[src/rtl/qspi_pkg.sv]
// rtl/qspi_pkg.sv - shared types and default sizing for the Quad-SPI row transmitter
package qspi_pkg;

    // Row transmitter sequencing: chip-select setup, data beats, chip-select hold.
    typedef enum logic [1:0] {
        IDLE  = 2'd0,
        SETUP = 2'd1,
        SHIFT = 2'd2,
        HOLD  = 2'd3
    } tx_state_e;

    localparam int QSPI_DWIDTH        = 16;
    localparam int QSPI_NLANES        = 4;
    localparam int QSPI_WORDS_PER_ROW = 9;   // 8 data words + 1 address word
    localparam int QSPI_CLK_DIV       = 2;   // clk cycles per sclk half-period

endpackage

[src/rtl/qspi_sclk_gen.sv]
// rtl/qspi_sclk_gen.sv - mode-0 sclk generator with low/high phase tick outputs
//
// Ports:
//   clk, rst_n  system clock, asynchronous active-low reset
//   en          run the generator; while low sclk idles low and the phase restarts
//   sclk        QSPI clock, first CLK_DIV cycles of every beat low, next CLK_DIV high
//   fall_tick   first cycle of a low phase
//   rise_tick   first cycle of a high phase
//   beat_end    last cycle of a high phase (beat complete)
module qspi_sclk_gen #(
    parameter int CLK_DIV = 2
) (
    input  logic clk,
    input  logic rst_n,
    input  logic en,
    output logic sclk,
    output logic fall_tick,
    output logic rise_tick,
    output logic beat_end
);

    localparam int PW = (CLK_DIV > 1) ? $clog2(CLK_DIV) : 1;
    localparam logic [PW-1:0] PHASE_LAST = PW'(CLK_DIV - 1);

    logic [PW-1:0] phase_cnt;
    logic          high;

    // Restarting from phase 0 / low whenever en drops means the first enabled
    // cycle is always the start of a low phase.
    always_ff @(posedge clk or negedge rst_n) begin
        if (!rst_n) begin
            phase_cnt <= '0;
            high      <= 1'b0;
        end else if (!en) begin
            phase_cnt <= '0;
            high      <= 1'b0;
        end else if (phase_cnt == PHASE_LAST) begin
            phase_cnt <= '0;
            high      <= ~high;
        end else begin
            phase_cnt <= phase_cnt + 1'b1;
        end
    end

    assign sclk      = high;
    assign fall_tick = en && !high && (phase_cnt == '0);
    assign rise_tick = en &&  high && (phase_cnt == '0);
    assign beat_end  = en &&  high && (phase_cnt == PHASE_LAST);

endmodule

[src/rtl/qspi_row_tx.sv]
// rtl/qspi_row_tx.sv - fetches one row of words from the FIFO interface and sends it on Quad-SPI
//
// Ports:
//   clk, rst_n   system clock, asynchronous active-low reset
//   start        single-cycle row request (ignored while busy or fifo_empty)
//   fifo_empty   FIFO has no row to send
//   rdata_spi    current FIFO word, combinationally valid
//   shift_en     one-cycle pulse: word captured, FIFO interface advances
//   sclk         QSPI clock, mode 0, idles low
//   cs_n         chip select, low during setup and data beats
//   io_out       QSPI data lanes, MSB nibble first
//   io_oe        data lane output enable
//   busy         row transfer in progress
//   done         one-cycle pulse on the last hold cycle
module qspi_row_tx
    import qspi_pkg::*;
#(
    parameter int DWIDTH        = QSPI_DWIDTH,
    parameter int NLANES        = QSPI_NLANES,
    parameter int WORDS_PER_ROW = QSPI_WORDS_PER_ROW,
    parameter int CLK_DIV       = QSPI_CLK_DIV
) (
    input  logic              clk,
    input  logic              rst_n,
    input  logic              start,
    input  logic              fifo_empty,
    input  logic [DWIDTH-1:0] rdata_spi,
    output logic              shift_en,
    output logic              sclk,
    output logic              cs_n,
    output logic [NLANES-1:0] io_out,
    output logic              io_oe,
    output logic              busy,
    output logic              done
);

    localparam int BEATS = DWIDTH / NLANES;
    localparam int BW    = (BEATS > 1) ? $clog2(BEATS) : 1;
    localparam int WW    = (WORDS_PER_ROW > 1) ? $clog2(WORDS_PER_ROW) : 1;
    localparam int CW    = (CLK_DIV > 1) ? $clog2(CLK_DIV) : 1;

    localparam logic [BW-1:0] BEAT_LAST = BW'(BEATS - 1);
    localparam logic [WW-1:0] WORD_LAST = WW'(WORDS_PER_ROW - 1);
    localparam logic [CW-1:0] WAIT_LAST = CW'(CLK_DIV - 1);

    tx_state_e         state;
    tx_state_e         state_nxt;
    logic [CW-1:0]     wait_cnt;     // cycle count within SETUP or HOLD
    logic              wait_last;
    logic [BW-1:0]     beat_cnt;
    logic [WW-1:0]     word_cnt;
    logic              row_last;     // last beat of last word has been clocked out
    logic [DWIDTH-1:0] shreg;
    logic              fall_tick;
    logic              rise_tick;
    logic              beat_end;

    qspi_sclk_gen #(
        .CLK_DIV (CLK_DIV)
    ) u_sclk_gen (
        .clk       (clk),
        .rst_n     (rst_n),
        .en        (state == SHIFT),
        .sclk      (sclk),
        .fall_tick (fall_tick),
        .rise_tick (rise_tick),
        .beat_end  (beat_end)
    );

    assign wait_last = (wait_cnt == WAIT_LAST);
    assign io_out    = shreg[DWIDTH-1 -: NLANES];

    always_ff @(posedge clk or negedge rst_n) begin
        if (!rst_n) begin
            state <= IDLE;
        end else begin
            state <= state_nxt;
        end
    end

    always_comb begin
        state_nxt = state;
        shift_en  = 1'b0;
        cs_n      = 1'b1;
        io_oe     = 1'b0;
        busy      = 1'b0;
        done      = 1'b0;
        case (state)
            IDLE: begin
                if (start && !fifo_empty) begin
                    state_nxt = SETUP;
                end
            end
            SETUP: begin
                cs_n  = 1'b0;
                io_oe = 1'b1;
                busy  = 1'b1;
                if (wait_last) begin
                    state_nxt = SHIFT;
                end
            end
            SHIFT: begin
                cs_n     = 1'b0;
                io_oe    = 1'b1;
                busy     = 1'b1;
                shift_en = fall_tick && (beat_cnt == '0);
                if (beat_end && row_last) begin
                    state_nxt = HOLD;
                end
            end
            HOLD: begin
                busy = 1'b1;
                if (wait_last) begin
                    done      = 1'b1;
                    state_nxt = IDLE;
                end
            end
            default: begin
                state_nxt = IDLE;
            end
        endcase
    end

    // Shared dwell counter: restarts on every state change so SETUP and HOLD
    // each last exactly CLK_DIV cycles.
    always_ff @(posedge clk or negedge rst_n) begin
        if (!rst_n) begin
            wait_cnt <= '0;
        end else if (state_nxt != state) begin
            wait_cnt <= '0;
        end else if (state == SETUP || state == HOLD) begin
            wait_cnt <= wait_cnt + 1'b1;
        end
    end

    // Counters advance on the sclk rise, so at the next low-phase start
    // beat_cnt already names the beat about to be driven: 0 means fetch a new word.
    always_ff @(posedge clk or negedge rst_n) begin
        if (!rst_n) begin
            beat_cnt <= '0;
            word_cnt <= '0;
            row_last <= 1'b0;
        end else if (state == SETUP) begin
            beat_cnt <= '0;
            word_cnt <= '0;
            row_last <= 1'b0;
        end else if (state == SHIFT && rise_tick) begin
            if (beat_cnt == BEAT_LAST) begin
                beat_cnt <= '0;
                if (word_cnt == WORD_LAST) begin
                    row_last <= 1'b1;
                end else begin
                    word_cnt <= word_cnt + 1'b1;
                end
            end else begin
                beat_cnt <= beat_cnt + 1'b1;
            end
        end
    end

    // Loads and shifts happen only at the start of a low phase, so the lanes
    // settle while sclk is low and stay put through the high phase.
    always_ff @(posedge clk or negedge rst_n) begin
        if (!rst_n) begin
            shreg <= '0;
        end else if (state == SETUP) begin
            shreg <= '0;
        end else if (state == SHIFT) begin
            if (beat_end && row_last) begin
                shreg <= '0;
            end else if (fall_tick) begin
                shreg <= (beat_cnt == '0) ? rdata_spi : (shreg << NLANES);
            end
        end
    end

endmodule

[config.mk]
export PLATFORM = sky130hd
export DESIGN_NAME = qspi_row_tx
export DESIGN_NICKNAME = d
export VERILOG_FILES = /design/src/rtl/qspi_pkg.sv /design/src/rtl/qspi_sclk_gen.sv /design/src/rtl/qspi_row_tx.sv
export SDC_FILE = /design/constraint.sdc
export NUM_CORES = 1
export LEC_CHECK = 0
export CAP_MARGIN = 20
export CORE_MARGIN = 5
export CORE_UTILIZATION = 56
export DETAILED_ROUTE_END_ITERATION = 12
export PLACE_DENSITY = 0.95
export RECOVER_POWER = 50
export SYNTH_ARGS = -nofsm -noshare
export SYNTH_HDL_FRONTEND = slang
export SYNTH_HIERARCHICAL = 1
export SYNTH_SLANG_ARGS = --single-unit
export TNS_END_PERCENT = 1
[constraint.sdc]
create_clock -name clk -period 4.6 [get_ports clk]
set_input_delay 0.92 -clock clk [delete_from_list [all_inputs] [get_ports clk]]
set_output_delay 0.92 -clock clk [all_outputs]
set_load 0.01 [all_outputs]
---- Word level (Yosys, flattened, before mapping) ----
Cells that the tools add are included.
storage, ports and cells
  input port bits ......................... 20
  word-level logic and storage cells ...... 80
  bits in registers ....................... 28
  output and inout bits ................... 10
cells by class
  multiplexer cells ....................... 33
  eq/ne operators ......................... 8
  reduce and logical (&&, ||, !) cells .... 25
  $add $sub $neg .......................... 4
  bitwise gates (word level) .............. 2
operators with widths
  kind                 number
  $mux 16              5
  $mux 1               16
  $mux 4               4
  $mux 2               7
  $reduce_bool 2->1    5
  $logic_and 1x1->1    9
  $pmux 2 s4           1
  $eq 2x2->1 const B   3
  $reduce_and 3->1     2
  $add 4x1->4 const B  1
  $eq 4x4->1 const B   1
  $logic_not 2->1      2
  $ne 2x2->1 const B   2
  $reduce_bool 3->1    1
  $reduce_or 3->1      1
  $add 1x1->1 const B  2
  $add 2x1->2 const B  1
  $eq 2x1->1 const B   1
  $logic_not 1->1      2
  $ne 2x2->1           1
  $not 1->1            2
  $reduce_and 2->1     1
  $reduce_or 2->1      1
  $logic_or 1x1->1     1

---- Logic depth before layout (Yosys ltp) ----
  depth after elaboration ................. 8
  gate-level depth with buffers ........... 7
  mapped depth without buffers ............ 7

---- Cells and area by module ----
The synthesis kept the hierarchy.
by module, submodules not included
  module         instances  area each (sq um)  cells each  seq. area each (sq um)
  qspi_row_tx    1          1565.3             144         650.6
  qspi_sclk_gen  1          93.8               8           50.0

---- Least setup slack after synthesis ----
No wires, ideal clock.
  kind .................................... flip-flop to output port
  start point ............................. register state[0]
  end point ............................... output port shift_en
  cell stages (with the launch flop) ...... 6
  arrival time ............................ 1279 ps
  path slack .............................. 2401 ps
  data required time ...................... 3680 ps
  path through ............................ dfrtp_1 -> inv_1 -> ha_1 -> nor2b_2 -> and2b_1 -> and3_1
on the way
  longest elaborated chain between the ends .. 5
ends and longest elaborated chain
  what                            line                 text
  start, declared                 qspi_row_tx.sv:46    tx_state_e state;
  start signal, assigned          qspi_row_tx.sv:77    state <= state_nxt;
  $eq 2x2->1                      qspi_row_tx.sv:63    .en (state == SHIFT),
  $logic_and 1x1->1 (2 in a row)  qspi_sclk_gen.sv:46  assign fall_tick = en && !high && (phase_cnt == '0);
  via fall_tick                   qspi_row_tx.sv:54    logic fall_tick;
  $logic_and 1x1->1               qspi_row_tx.sv:106   shift_en = fall_tick && (beat_cnt == '0);
  $mux 1                          qspi_row_tx.sv:88    case (state)
  end, declared                   qspi_row_tx.sv:28    output logic shift_en,
The timed path passes the listed nets, and every way through them passes these cells.

---- Final worst setup path ----
Ends and elaborated chain as after synthesis.

==> results.ini <==
[status]
run_status=complete, no violations

[timing]
fin_crit_sh_pct=73.8
slew_headroom_pct=41.4
timing.clock.skew_ns=0.00187
finalHoldViolCount=0
min_period_ns=3.39
worst_pin_slew_ns=0.879
timing.fmax_ghz=0.295
report.final.setup_viol=0
report.final.slew_viol_count=0
fin_setup_tns_ns=0
rsz0062_at_grt=false

[clocking]
post_cts_resized=0
max-clock-path-buffers=2
cts_made_buffers=3
root_buf_cell=sky130_fd_sc_hd__clkbuf_4
postCtsHoldBufs=0
clkTransAtPathRegs_ns=0.14
cts_num_sinks=28
clk_latency_ns=0.33
cts_tree=built
ctsHtreeMaxLevel=1
cts.repair_timing.setup_buffer_count=0

[synthesis]
post_synth_and_or_nand_nor_area_fraction_pct=14.3
syn_inst_count=152
synth_top_family_by_area=multiplexers
top_area_cell_type_share_of_the_netlist_area_pct=42.2
syn-cell-area_mm2=0.00166
ys_ff_latch=28
postSynthAreaPerCell_um2=10.9
netlist.top_cell.by_area=sky130_fd_sc_hd__dfrtp_1
post_synth_adder_cell_area_pct=6.79
synth_warnings=6
synth.yosys.seq_area_share_pct=42.2
top_cells_by_area_synth=sky130_fd_sc_hd__dfrtp_1, sky130_fd_sc_hd__mux2_4, sky130_fd_sc_hd__mux2i_1, sky130_fd_sc_hd__ha_1, sky130_fd_sc_hd__mux2_2
post_synthesis_net_count=181
synthDistinctLibCells=35
synth_edf_count=0
synthFlopType=sky130_fd_sc_hd__dfrtp_1
synth.area.mux_share_pct=22.2
synth_compound_gate_area_share_pct=7.39
synth_xor_xnor_area_share_pct=0.528
synth_async_sr_flop_share_pct=100

[place]
detailedPlacementHpwl_um=2650
placed_cells=203
place.gp.congestion=0.814
buffer_ports.inserted=29

[layout]
antenna_cells=0
layout.cells.most_common_list=sky130_fd_sc_hd__dfrtp_1, sky130_fd_sc_hd__clkdlybuf4s50_1, sky130_fd_sc_hd__nor2_1, sky130_fd_sc_hd__mux2i_1, sky130_fd_sc_hd__mux2_4
multi_input_area_um2=848
register_area_um2=701
fillers=200
finalCoreUtilization_pct=69.6
drive_above_1_share_pct=13.1
synthToLayoutAreaGrowth_pct=17.6
final_cells=207
num-nets-final=206

[setup_path]
cpPeakStageDelay_ns=0.53
critPathSlowestCell=sky130_fd_sc_hd__clkdlybuf4s50_1
crit_path_max_fanout=11
criticalPathCategory=register to output port
worst_r2r_startpoint=state[0]$_DFF_PN0_
timing.critical_path.required_ns=3.68
crit_path_cell_trace=inv_1 -> ha_1 -> nor2b_1 -> and2b_1 -> and3_1 -> clkdlybuf4s50_1
worst_setup_path_startpoint=state[0]$_DFF_PN0_
end_kind=output port
setup_crit_start_kind=register
crit_arrival_ns=2.47

[route]
drt_wl_total_um=3470
post-route-drc-count=0
route.detailed.vias_per_inst=5.63
highest-signal-layer=met4
vias=1166
detailroute.wirelength.met2_um=1800
avgRoutedWirePerCell_um=16.8
first_pass_iters=4
route.met3.wl_um=156
initialDrtViolationCount=54
m1_wl_um=1470
final_antenna_net_count=0

[die]
std_cell_rows=19
dieArea_mm2=0.00415
fp.coreArea_mm2=0.00281
initial_utilization_pct=59.1
die_w_um=64.4
fp.dieH_um=64.4
ioPinCount=30

[global_route]
grt_pass1_wl_um=5780
grt_util_all_layers_pct=17.6
first_global_vias=1276
antenna_found_initial=0
grt_overflow_total=0
grt_max_degree=18

[flow_run]
maxCapViolCount=0

[worst_hold_path]
hold_path.class=register to register
hold_path_startpoint=u_sclk_gen/phase_cnt$_DFF_PN0_

[pwr]
total_power_uw=1190
p_leak_uw=0.00100
max-vdd-ir-drop_v=0.000393
pwr_density_cell_mw_per_mm2=612

==> cell type report <==
class / count / share of cell area, %
Multi-Input combinational cell: 105 / 43.5
Tap cell: 31 / 1.99
Sequential cell: 28 / 35.9
Timing Repair Buffer: 30 / 15.1
Inverter: 9 / 1.73
Clock buffer: 4 / 1.86
==> critical path, delay by kind of cell, from the launching register on <==
family | cells | cell delay [ns]
adders and majority gates | 1 | 0.35
buffers and inverters | 2 | 0.68
DFF | 1 | 0.48
and+or+nand+nor | 3 | 0.63
==> power breakdown <==
| part | switching [uW] | internal (uW) | total, uW |
|---|---|---|---|
| Combinational | 298 | 370 | 668 |
| Sequential | 66.5 | 341 | 407 |
| Clock | 71.1 | 48.5 | 120 |
==> synth_stat cells, drive strengths merged, types with 2 or more instances <==
library cell,number
nor2,20
ha,9
or3,2
dfrtp,28
a21o,2
and3,6
o21ai,3
nand3,3
clkbuf,2
buf,8
nor2b,3
nand2b,2
and2,3
inv,9
mux2i,14
mux2,17
nand2,4
a21oi,6
==> per-layer routing <==
metal,up-vias,GRT usage [%]
li1,564,-
met1,556,20.7
met2,37,32.3
met3,9,3.28
met4,0,5.28
met5,-,0
==> metrics by stage <==
| step | setup slack [ns] | hold WS, ns | instance area [um^2] |
|---|---|---|---|
| global route | 1.05 | 0.548 | 1950 |
| finish | 1.21 | 0.530 | 1950 |
| floorplan | 2.40 | 0.458 | 1660 |
| detailed placement | 1.61 | 0.480 | 1920 |
| CTS | 1.24 | 0.508 | 1960 |
| global placement | 1.70 | 0.473 | 1920 |
==> logic make-up (layout without fill, tap and decap cells) <==
group | after synthesis | after routing
compound gates | 17 | 17
xor+xnor | 1 | 1
fa+ha+maj | 9 | 9
buf+inv | 19 | 43
flops | 28 | 28
mux | 31 | 31
simple gates | 47 | 47
==> worst paths after layout <==
check                      slack (ns)  cells past startpoint                             end
min reg2reg                      0.53                      1  u_sclk_gen/phase_cnt$_DFF_PN0_
max reg2reg                      1.92                      6            shreg[7]$_DFFE_PN0P_
max                              1.21                      6                        shift_en
min                              0.53                      1  u_sclk_gen/phase_cnt$_DFF_PN0_
min in group asynchronous        1.01                      1         word_cnt[3]$_DFFE_PN0P_
max in group asynchronous        2.44                      2           shreg[12]$_DFFE_PN0P_
==> state kept, by name, indices dropped and copies added (netlist names) <==
| name | count |
|---|---|
| u_sclk_gen/phase_cnt | 1 |
| word_cnt | 4 |
| beat_cnt | 2 |
| row_last | 1 |
| shreg | 16 |
| wait_cnt | 1 |
| u_sclk_gen/sclk | 1 |
| state | 2 |
Note: power is estimated with default switching activity, not from simulation.
